<file path="config.mk">
export PLATFORM = sky130hd
export DESIGN_NAME = iter_st_deser_flat
export DESIGN_NICKNAME = d
export VERILOG_FILES = /design/src/rtl/iter_st_deser_if.sv /design/src/rtl/iter_st_deser.sv /design/src/flat_wrapper.sv
export SDC_FILE = /design/constraint.sdc
export NUM_CORES = 1
export LEC_CHECK = 0
export BUFFER_PORTS_ARGS = -buffer_cell sky130_fd_sc_hd__buf_2
export CORE_ASPECT_RATIO = 1.4
export CORE_MARGIN = 3
export CORE_UTILIZATION = 46
export CTS_BUF_LIST = sky130_fd_sc_hd__clkbuf_16
export DETAILED_ROUTE_END_ITERATION = 7
export GPL_ROUTABILITY_DRIVEN = 0
export PLACE_DENSITY_LB_ADDON = 0.25
export REMOVE_ABC_BUFFERS = 1
export SLEW_MARGIN = 20
export SYNTH_ARGS = -nofsm -noshare
export SYNTH_HDL_FRONTEND = slang
export SYNTH_SLANG_ARGS = --single-unit
</file>
<file path="constraint.sdc">
create_clock -name clk -period 5.35 [get_ports clk]
set_input_delay 0.535 -clock clk [delete_from_list [all_inputs] [get_ports clk]]
set_output_delay 0.535 -clock clk [all_outputs]
set_load 0.02 [all_outputs]
</file>
<file path="src/rtl/iter_st_deser_if.sv">
// Word-side bundle for iter_st_deser: serial input controls plus the FIFO output handshake.
// The out_parity member exists only when ITER_ST_DESER_PARITY_EN is defined.
interface iter_st_deser_if #(
  parameter int WIDTH = 8,
  parameter int DEPTH = 4
);
  logic                       __in0;
  logic                       in_en;
  logic                       flush;
  logic [WIDTH-1:0]           out_data;
  logic                       out_valid;
  logic                       out_ready;
  logic [$clog2(DEPTH+1)-1:0] fill;
  logic                       overflow;
`ifdef ITER_ST_DESER_PARITY_EN
  logic                       out_parity;
`endif

  // Handshake: a word transfers on a rising clk edge where out_valid & out_ready;
  // out_valid never depends on out_ready, and out_data/out_valid hold while stalled.
  modport slave (
    input  __in0, in_en, flush, out_ready,
    output out_data, out_valid, fill, overflow
`ifdef ITER_ST_DESER_PARITY_EN
    , output out_parity
`endif
  );

  modport master (
    output __in0, in_en, flush, out_ready,
    input  out_data, out_valid, fill, overflow
`ifdef ITER_ST_DESER_PARITY_EN
    , input  out_parity
`endif
  );
endinterface

</file>
<file path="src/rtl/iter_st_deser.sv">
// Packs the 1-bit iterSt stream LSB-first into WIDTH-bit words and queues them in a DEPTH-entry FIFO.
// Optional macro ITER_ST_DESER_PARITY_EN adds a stored even-parity bit per word (bus.out_parity).
module iter_st_deser #(
  parameter int WIDTH = 8,
  parameter int DEPTH = 4
) (
  input  logic           clk,
  input  logic           rst,
  iter_st_deser_if.slave bus
);
  localparam int CW = $clog2(WIDTH);
  localparam int AW = $clog2(DEPTH);
  localparam int FW = $clog2(DEPTH + 1);

  logic [CW-1:0]    r_cnt;
  // Top bit of the word is taken straight from __in0 at completion, so only WIDTH-1 bits are held.
  logic [WIDTH-2:0] r_acc;
  logic [WIDTH-1:0] r_mem [DEPTH];
  logic [AW-1:0]    r_wr;
  logic [AW-1:0]    r_rd;
  logic [FW-1:0]    r_fill;
  logic             r_overflow;
`ifdef ITER_ST_DESER_PARITY_EN
  logic [DEPTH-1:0] r_par;
`endif

  logic             w_sample;
  logic             w_last;
  logic             w_push;
  logic             w_pop;
  logic             w_full;
  logic             w_empty;
  logic             w_wr;
  logic [WIDTH-1:0] w_word;

  assign w_sample = bus.in_en & ~bus.flush;
  assign w_last   = (r_cnt == CW'(WIDTH - 1));
  assign w_push   = w_sample & w_last;
  assign w_word   = {bus.__in0, r_acc};
  assign w_full   = (r_fill == FW'(DEPTH));
  assign w_empty  = (r_fill == '0);
  assign w_pop    = ~w_empty & bus.out_ready;
  // A pop in the same cycle frees the head slot, so a full FIFO still accepts the word.
  assign w_wr     = w_push & (~w_full | w_pop);

  always_ff @(posedge clk or negedge rst) begin
    if (!rst) begin
      r_cnt <= '0;
      r_acc <= '0;
    end else if (bus.flush) begin
      r_cnt <= '0;
      r_acc <= '0;
    end else if (w_sample) begin
      if (w_last) begin
        r_cnt <= '0;
      end else begin
        r_cnt <= r_cnt + CW'(1);
        for (int k = 0; k < WIDTH - 1; k++) begin
          if (r_cnt == CW'(k)) r_acc[k] <= bus.__in0;
        end
      end
    end
  end

  always_ff @(posedge clk or negedge rst) begin
    if (!rst) begin
      for (int i = 0; i < DEPTH; i++) r_mem[i] <= '0;
`ifdef ITER_ST_DESER_PARITY_EN
      r_par <= '0;
`endif
      r_wr <= '0;
    end else if (w_wr) begin
      r_mem[r_wr] <= w_word;
`ifdef ITER_ST_DESER_PARITY_EN
      r_par[r_wr] <= ^w_word;
`endif
      r_wr <= r_wr + AW'(1);
    end
  end

  always_ff @(posedge clk or negedge rst) begin
    if (!rst) begin
      r_rd       <= '0;
      r_fill     <= '0;
      r_overflow <= 1'b0;
    end else begin
      if (w_pop) r_rd <= r_rd + AW'(1);
      if (w_wr && !w_pop)      r_fill <= r_fill + FW'(1);
      else if (w_pop && !w_wr) r_fill <= r_fill - FW'(1);
      if (w_push && !w_wr) r_overflow <= 1'b1;
    end
  end

  assign bus.out_data  = r_mem[r_rd];
  assign bus.out_valid = ~w_empty;
  assign bus.fill      = r_fill;
  assign bus.overflow  = r_overflow;
`ifdef ITER_ST_DESER_PARITY_EN
  assign bus.out_parity = r_par[r_rd];
`endif
endmodule
</file>
<file path="src/flat_wrapper.sv">
// flat-port wrapper written by rule: the top's interface ports become plain ports
module iter_st_deser_flat 
#(
  parameter int WIDTH = 8,
  parameter int DEPTH = 4
)
  (clk, rst, bus___in0, bus_in_en, bus_flush, bus_out_ready, bus_out_data, bus_out_valid, bus_fill, bus_overflow);
  iter_st_deser_if #(.WIDTH(WIDTH), .DEPTH(DEPTH)) bus_i ();
  input  logic clk;
  input  logic rst;
  input wire logic [$bits(bus_i.__in0)-1:0] bus___in0;
  input wire logic [$bits(bus_i.in_en)-1:0] bus_in_en;
  input wire logic [$bits(bus_i.flush)-1:0] bus_flush;
  input wire logic [$bits(bus_i.out_ready)-1:0] bus_out_ready;
  output wire logic [$bits(bus_i.out_data)-1:0] bus_out_data;
  output wire logic [$bits(bus_i.out_valid)-1:0] bus_out_valid;
  output wire logic [$bits(bus_i.fill)-1:0] bus_fill;
  output wire logic [$bits(bus_i.overflow)-1:0] bus_overflow;
  assign bus_i.__in0 = bus___in0;
  assign bus_i.in_en = bus_in_en;
  assign bus_i.flush = bus_flush;
  assign bus_i.out_ready = bus_out_ready;
  assign bus_out_data = bus_i.out_data;
  assign bus_out_valid = bus_i.out_valid;
  assign bus_fill = bus_i.fill;
  assign bus_overflow = bus_i.overflow;
  iter_st_deser #(.WIDTH(WIDTH), .DEPTH(DEPTH)) u_core (.clk(clk), .rst(rst), .bus(bus_i));
endmodule
</file>
==> flow_summary.json, run 1 <==
{
  "crit_chain": "ha_1 -> ha_1 -> and3b_1 -> and2_1 -> ha_1 -> inv_1 -> fa_1 -> xor2_1 -> nor2_1 -> xor2_1",
  "gr-total-overflow": 0,
  "max_slew.worst_pin.slew_ps": 647.5,
  "clk_path_buf_depth": 2,
  "clk_pin_slew_worst_paths_ps": 60,
  "grt_max_degree": 51,
  "startpoint_type": "flop",
  "min_path_type": "input port to asynchronous set/reset pin",
  "die_h_microns": 91.80,
  "drt.antenna.violating_nets": 0,
  "dp_slack_ps": 2519,
  "fmax_ghz": 0.3519,
  "p_leak_uw": 0.001353,
  "cts.repair.resized": 0,
  "yosys.cell_types.count": 31,
  "synth_enable_flop_cells": 0,
  "worstPathRequired_ps": 5560,
  "portBuffers": 18,
  "cts_setup_buffers": 0,
  "ys_ff_latch": 50,
  "synthToLayoutAreaGrowth_pct": 10.97,
  "crit_type": "flop to flop",
  "drt_iter0_drc": 41,
  "routed_via_density": 5.444,
  "synth_commonest_cells": "dfrtp_1 (50), mux2_2 (28), ha_1 (11), nor2_1 (11)",
  "drv_cap": 0,
  "syn_area_sq_mm": 0.002419,
  "setup-tns-final_ps": 0,
  "cts_root_buf": "clkbuf_16",
  "io-pin-count": 19,
  "synthTopCellsByArea": "dfrtp_1 (52%), mux2_2 (13%), mux4_2 (7.4%)",
  "worstSetupEndpointType": "flop",
  "drc": 0,
  "die_area_sq_mm": 0.006176,
  "via_count": 1350,
  "max_stage_delay_ps": 510,
  "syn_inst": 166,
  "cts_hold_buf": 0,
  "ys_warn_count": 0,
  "first_pass_iters": 3,
  "grt_pass1_vias": 1420,
  "status": "completed",
  "cpMostUsedCell": "ha_1",
  "cts_buffers": 5,
  "cts.sink_count": 50,
  "period_minus_slack_ps": 2842,
  "diodes": 0,
  "ys_seq_area_share_pct": 51.73,
  "relSlewSlack_pct": 56.84,
  "dieWidth_microns": 67.28,
  "power_density_mw_per_mm2": 335.6,
  "grt_pass1_wl_microns": 7072,
  "async_flop_share_pct": 100.0,
  "coreArea_sq_mm": 0.004955,
  "ir_worst_vdd_uv": 222.8,
  "cts_tree": "built",
  "initial_utilization_pct": 48.81,
  "fp-row-count": 30,
  "drt-total-wl_microns": 4340,
  "synth.most_common_cell": "dfrtp_1",
  "rsz0062_at_grt": "false",
  "finalSetupViolCount": 0,
  "syn_avg_cell_area_sq_um": 14.57,
  "finalHoldViolCount": 0,
  "utilization_pct": 54.17,
  "post-route-period-util_pct": 53.11,
  "yosysTopAreaCellShare_pct": 51.73,
  "critPathArrivalTime_ps": 3050,
  "finClkSkew_ps": 4.082,
  "finalNetCount": 202,
  "drive_above_1_share_pct": 34.24,
  "slew_violations": 0,
  "hpwlAfterDp_microns": 3061,
  "crit_fanout": 10,
  "yosysTopAreaCell": "dfrtp_1",
  "clkLatencyLatePin_ps": 280,
  "antenna_found_initial": 0,
  "avgRoutedWirePerCell_microns": 17.50,
  "setup_slack_ps": 2508,
  "cts_max_level": 2,
  "synth_ff_type": "dfrtp_1",
  "grtUsageTotal_pct": 15.59,
  "crit_slowest_cell": "and3b_1",
  "total_power_uw": 900.6
}
==> placed cells by master (no fill, tap or decap), types with 2 or more instances in the layout <==
master / Yosys / layout
buf_2: 2 / 17
clkbuf_16: 0 / 5
dfrtp_1: 50 / 50
ha_1: 11 / 11
inv_1: 7 / 9
mux2_1: 5 / 5
mux2_2: 28 / 28
mux2i_1: 8 / 8
mux4_2: 8 / 8
nand3_1: 2 / 2
nand3_4: 4 / 4
nand3b_1: 2 / 2
nand4b_1: 3 / 3
nor2_1: 11 / 11
nor4bb_1: 3 / 3
xnor2_1: 4 / 4
xor2_1: 2 / 2
==> state kept, by name, summed over array words and instances, names as in the netlist <==
| signal | cells |
|---|---|
| u_core.r_acc | 7 |
| u_core.r_mem | 32 |
| u_core.r_wr | 2 |
| u_core.r_cnt | 3 |
| u_core.bus.overflow | 1 |
| u_core.r_rd | 2 |
| u_core.bus.fill | 3 |
==> area by class of cell <==
| class | instances | area, sq um |
|---|---|---|
| flip-flops and latches | 50 | 1251 |
| multi-input cells | 102 | 1101 |
| well taps | 64 | 80.08 |
| repair buffers | 18 | 92.59 |
| clock buffers | 5 | 125.1 |
| clock inverters | 2 | 7.507 |
| inverters | 7 | 26.28 |
| fillers | 420 | 2271 |
==> cells by family (layout without fill, tap and decap cells) <==
kind of cell	after synthesis	count (layout)	synth area share, %
DFF	50	50	51.73
muxes	49	49	26.12
and+or+nand+nor	31	31	9.675
buffers and inverters	14	32	2.742
adders and majority gates	12	12	6.518
xor gates and xnor gates	6	6	2.173
AOI/OAI and AO/OA	4	4	1.034
==> per-stage QoR <==
| step | cells | hold slack [ps] | instance area [sq um] |
|---|---|---|---|
| after CTS | 248 | 487.5 | 2681 |
| after global routing | 248 | 321.1 | 2684 |
| final | 248 | 276.7 | 2684 |
| after floorplan | 159 | 239.4 | 2379 |
| after global placement | 241 | 468.2 | 2549 |
| after detailed placement | 241 | 472.0 | 2549 |
==> worst paths after layout <==
| path | start | to | slack (ps) | depth (start not counted) |
|---|---|---|---|---|
| min in group clk | u_core.bus.overflow | u_core.bus.overflow | 480 | 1 |
| worst max-delay path | u_core.r_cnt[0] | u_core.bus.fill[2] | 2510 | 10 |
| worst max register to register | u_core.r_cnt[0] | u_core.bus.fill[2] | 2510 | 10 |
| worst min register to register | u_core.bus.overflow | u_core.bus.overflow | 480 | 1 |
| max in group asynchronous | rst | u_core.r_mem[20] | 4660 | 1 |
| worst min-delay path | rst | u_core.r_mem[29] | 280 | 1 |
==> metal layers <==
| metal | part of all wire (%) | global-route usage, % | up-vias |
|---|---|---|---|
| met5 | 0 | 0 | - |
| met4 | 1.1 | 5.076 | 0 |
| met3 | 3.0 | 3.186 | 4 |
| met2 | 54 | 27.07 | 19 |
| met1 | 42 | 18.82 | 700 |
| li1 | - | - | 627 |
==> where the power goes <==
part / leakage, uW / total [uW] / internal, uW / switching, uW
combinational: 0.000606 / 145 / 73.7 / 71.6
sequential: 0.000674 / 467 / 403 / 64.3
clock: 0.0000723 / 288 / 167 / 121
==> worst max-delay path, delay by kind of cell (launching register included) <==
kind	cells	cell delay, ps
xor gates and xnor gates	2	310
adders and majority gates	4	1090
and+or+nand+nor	3	890
buffers and inverters	1	60
DFF	1	420
Note: power is estimated with default switching activity, not from simulation.
==> run 2, diff against run 1 <==
--- a/config.mk
+++ b/config.mk
@@ -5,6 +5,7 @@
 export SDC_FILE = /design/constraint.sdc
 export NUM_CORES = 1
 export LEC_CHECK = 0
+export ABC_AREA = 1
 export BUFFER_PORTS_ARGS = -buffer_cell sky130_fd_sc_hd__buf_2
 export CORE_ASPECT_RATIO = 1.4
 export CORE_MARGIN = 3
==> constraint.sdc (replaced) <==
create_clock -name clk -period 2.9 [get_ports clk]
set_input_delay 0.29 -clock clk [delete_from_list [all_inputs] [get_ports clk]]
set_output_delay 0.29 -clock clk [all_outputs]
set_load 0.02 [all_outputs]
==> run 2 against run 1 <==
Flip-flop and latch count did not move. Clock power rose by 120%. Clock-buffer cell count did not move. Worst setup slack got worse by 1900 ps. Combinational power rose to 4.9 times the previous value. Synthesized area rose by 6.9%. Hold slack got worse by 170 ps. Global-route usage rose by 3.9 points. Clock skew fell by 0.74 ps. Cell count rose by 56%. Total power rose by 140%. Maximum frequency rose by 27%. Critical path type unchanged. Largest power group unchanged.
==> flow_summary.json, run 2 <==
{
  "status": "completed",
  "crit_path_start": "u_core.r_cnt[0]",
  "initial_utilization_pct": 48.67,
  "cts_max_level": 2,
  "ys_ff_latch": 50,
  "critPathArrivalTime_ps": 2410,
  "cpMostUsedCell": "ha_1",
  "mostFrequentLayoutCells": "nand2_1 (99), dfrtp_1 (50), nand4_1 (36)",
  "grt_pass1_vias": 2035,
  "crit_type": "flop to flop",
  "via_count": 2091,
  "drt_iter0_drc": 192,
  "yosysTopAreaCell": "dfrtp_1",
  "gr-total-overflow": 0,
  "finalHoldViolCount": 0,
  "async_flop_share_pct": 100.0,
  "cp.buffers_inverters": 2,
  "finClkSkew_ps": 3.342,
  "slew_violations": 0,
  "hpwlAfterDp_microns": 3930,
  "crit_fanout": 3,
  "crit_slowest_cell": "dfrtp_1",
  "fin_area_sq_mm": 0.002859,
  "drt.antenna.violating_nets": 0,
  "r2r-start": "u_core.r_cnt[0]",
  "cts_root_buf": "clkbuf_16",
  "avgRoutedWirePerCell_microns": 15.17,
  "die_h_microns": 94.72,
  "routed_via_density": 5.389,
  "synth_commonest_cells": "nand2_1 (99), dfrtp_1 (50), nand4_1 (36), o21ai_0 (26), nor2_1 (25)",
  "reg2reg_slack_ps": 660,
  "portBuffers": 18,
  "crit_chain": "ha_1 -> ha_1 -> nand2_2 -> nor2_4 -> nand2_1 -> inv_2 -> ha_1 -> inv_1 -> fa_1 -> mux2_2",
  "yosys.cell_types.count": 24,
  "dp_cells": 380,
  "synth.most_common_cell": "nand2_1",
  "rsz0062_at_grt": "false",
  "ys_warn_count": 0,
  "cts_buffers": 5,
  "worstSetupEndpointType": "flop",
  "yosysTopAreaCellShare_pct": 48.38,
  "diodes": 0,
  "drive_above_1_share_pct": 13.04,
  "relSlewSlack_pct": 43.02,
  "syn_area_sq_mm": 0.002586,
  "fmax_ghz": 0.4455,
  "first_pass_iters": 4,
  "fin_cells": 388,
  "max_stage_delay_ps": 410,
  "ir_worst_vdd_uv": 370.9,
  "synth_enable_flop_cells": 0,
  "period_minus_slack_ps": 2245,
  "syn_avg_cell_area_sq_um": 8.452,
  "post-route-period-util_pct": 77.41,
  "reg_top3": "u_core.r_mem (32), u_core.r_acc (7)",
  "layout_commonest_cell": "nand2_1",
  "max_slew.worst_pin.slew_ps": 854.6,
  "clkLatencyLatePin_ps": 280,
  "drv_cap": 0,
  "cts.repair.resized": 0,
  "cts_tree": "built",
  "synthToLayoutAreaGrowth_pct": 10.55,
  "ys_seq_area_share_pct": 48.38,
  "cts_hold_buf": 0,
  "hold_slack_ps": 110.6,
  "dieWidth_microns": 69.37,
  "cp_top_family": "adder cells",
  "setup-tns-final_ps": 0,
  "p_leak_uw": 0.001509,
  "finalSetupViolCount": 0,
  "clk_pin_slew_worst_paths_ps": 60,
  "drt-total-wl_microns": 5885,
  "worstPathRequired_ps": 3070,
  "synthTopCellsByArea": "dfrtp_1 (48%), nand2_1 (14%), nand4_1 (8.7%)",
  "io-pin-count": 19,
  "clk_path_buf_depth": 2,
  "syn_inst": 306,
  "grtUsageTotal_pct": 19.45,
  "synth_ff_type": "dfrtp_1",
  "coreArea_sq_mm": 0.005314,
  "placed_area_sq_mm": 0.002696,
  "grt_max_degree": 39,
  "drc": 0,
  "grt_pass1_wl_microns": 10050,
  "power_density_mw_per_mm2": 762.1,
  "finalNetCount": 339,
  "fp-row-count": 31,
  "startpoint_type": "flop",
  "largest_reg_flops": 32,
  "antenna_found_initial": 0,
  "cts.sink_count": 50,
  "top_register": "u_core.r_mem",
  "cts_setup_buffers": 0,
  "min_path_type": "input port to asynchronous set/reset pin",
  "die_area_sq_mm": 0.006571
}
## run 2: layout make-up
cell class | count | area, sq um
clock buffer | 5 | 125.1
clock inverter | 3 | 37.54
fill | 512 | 2455
inverter | 17 | 63.81
multi-input combinational | 224 | 1171
sequential | 50 | 1251
tap | 66 | 82.58
timing repair buffer | 23 | 127.6
## run 2: cells by family after synthesis
logic type      after synthesis  synth area share (%)
xor+xnor                      2                0.6774
mux                           1                0.4354
compound gates               39                 8.176
buf+inv                      32                 6.337
fa+ha+maj                    12                 6.096
simple gates                170                 29.90
flops                        50                 48.38
## run 2: power by group
part / internal [uW] / switching (uW) / total [uW]
Clock: 401 / 246 / 647
Combinational: 231 / 483 / 713
Sequential: 749 / 69.0 / 818
## run 2: path summary, 6_finish.rpt
path	to	cells past startpoint
worst max register to register	u_core.bus.fill[1]	10
worst max-delay path	u_core.bus.fill[1]	10
worst min-delay path	u_core.r_mem[25]	1
worst min register to register	u_core.bus.overflow	2
min in group clk	u_core.r_cnt[2]	2
max in group asynchronous	u_core.r_cnt[1]	2
## run 2: per-stage QoR
stage	power (uW)	utilization (%)	worst slack, ps
4_1_cts	2193	53.80	642.6
6_report	2179	53.80	655.1
2_1_floorplan	1283	-	323.7
3_5_place_dp	1549	50.74	649.1
3_3_place_gp	1541	50.74	728.3
5_1_grt	2310	53.80	517.1
## run 2: metal layers
layer	wire, microns	track usage [%]	up-vias
li1	-	-	1060
met1	2496	23.75	987
met2	3092	34.32	36
met3	176	2.982	8
met4	119	7.980	0
met5	0	0	-
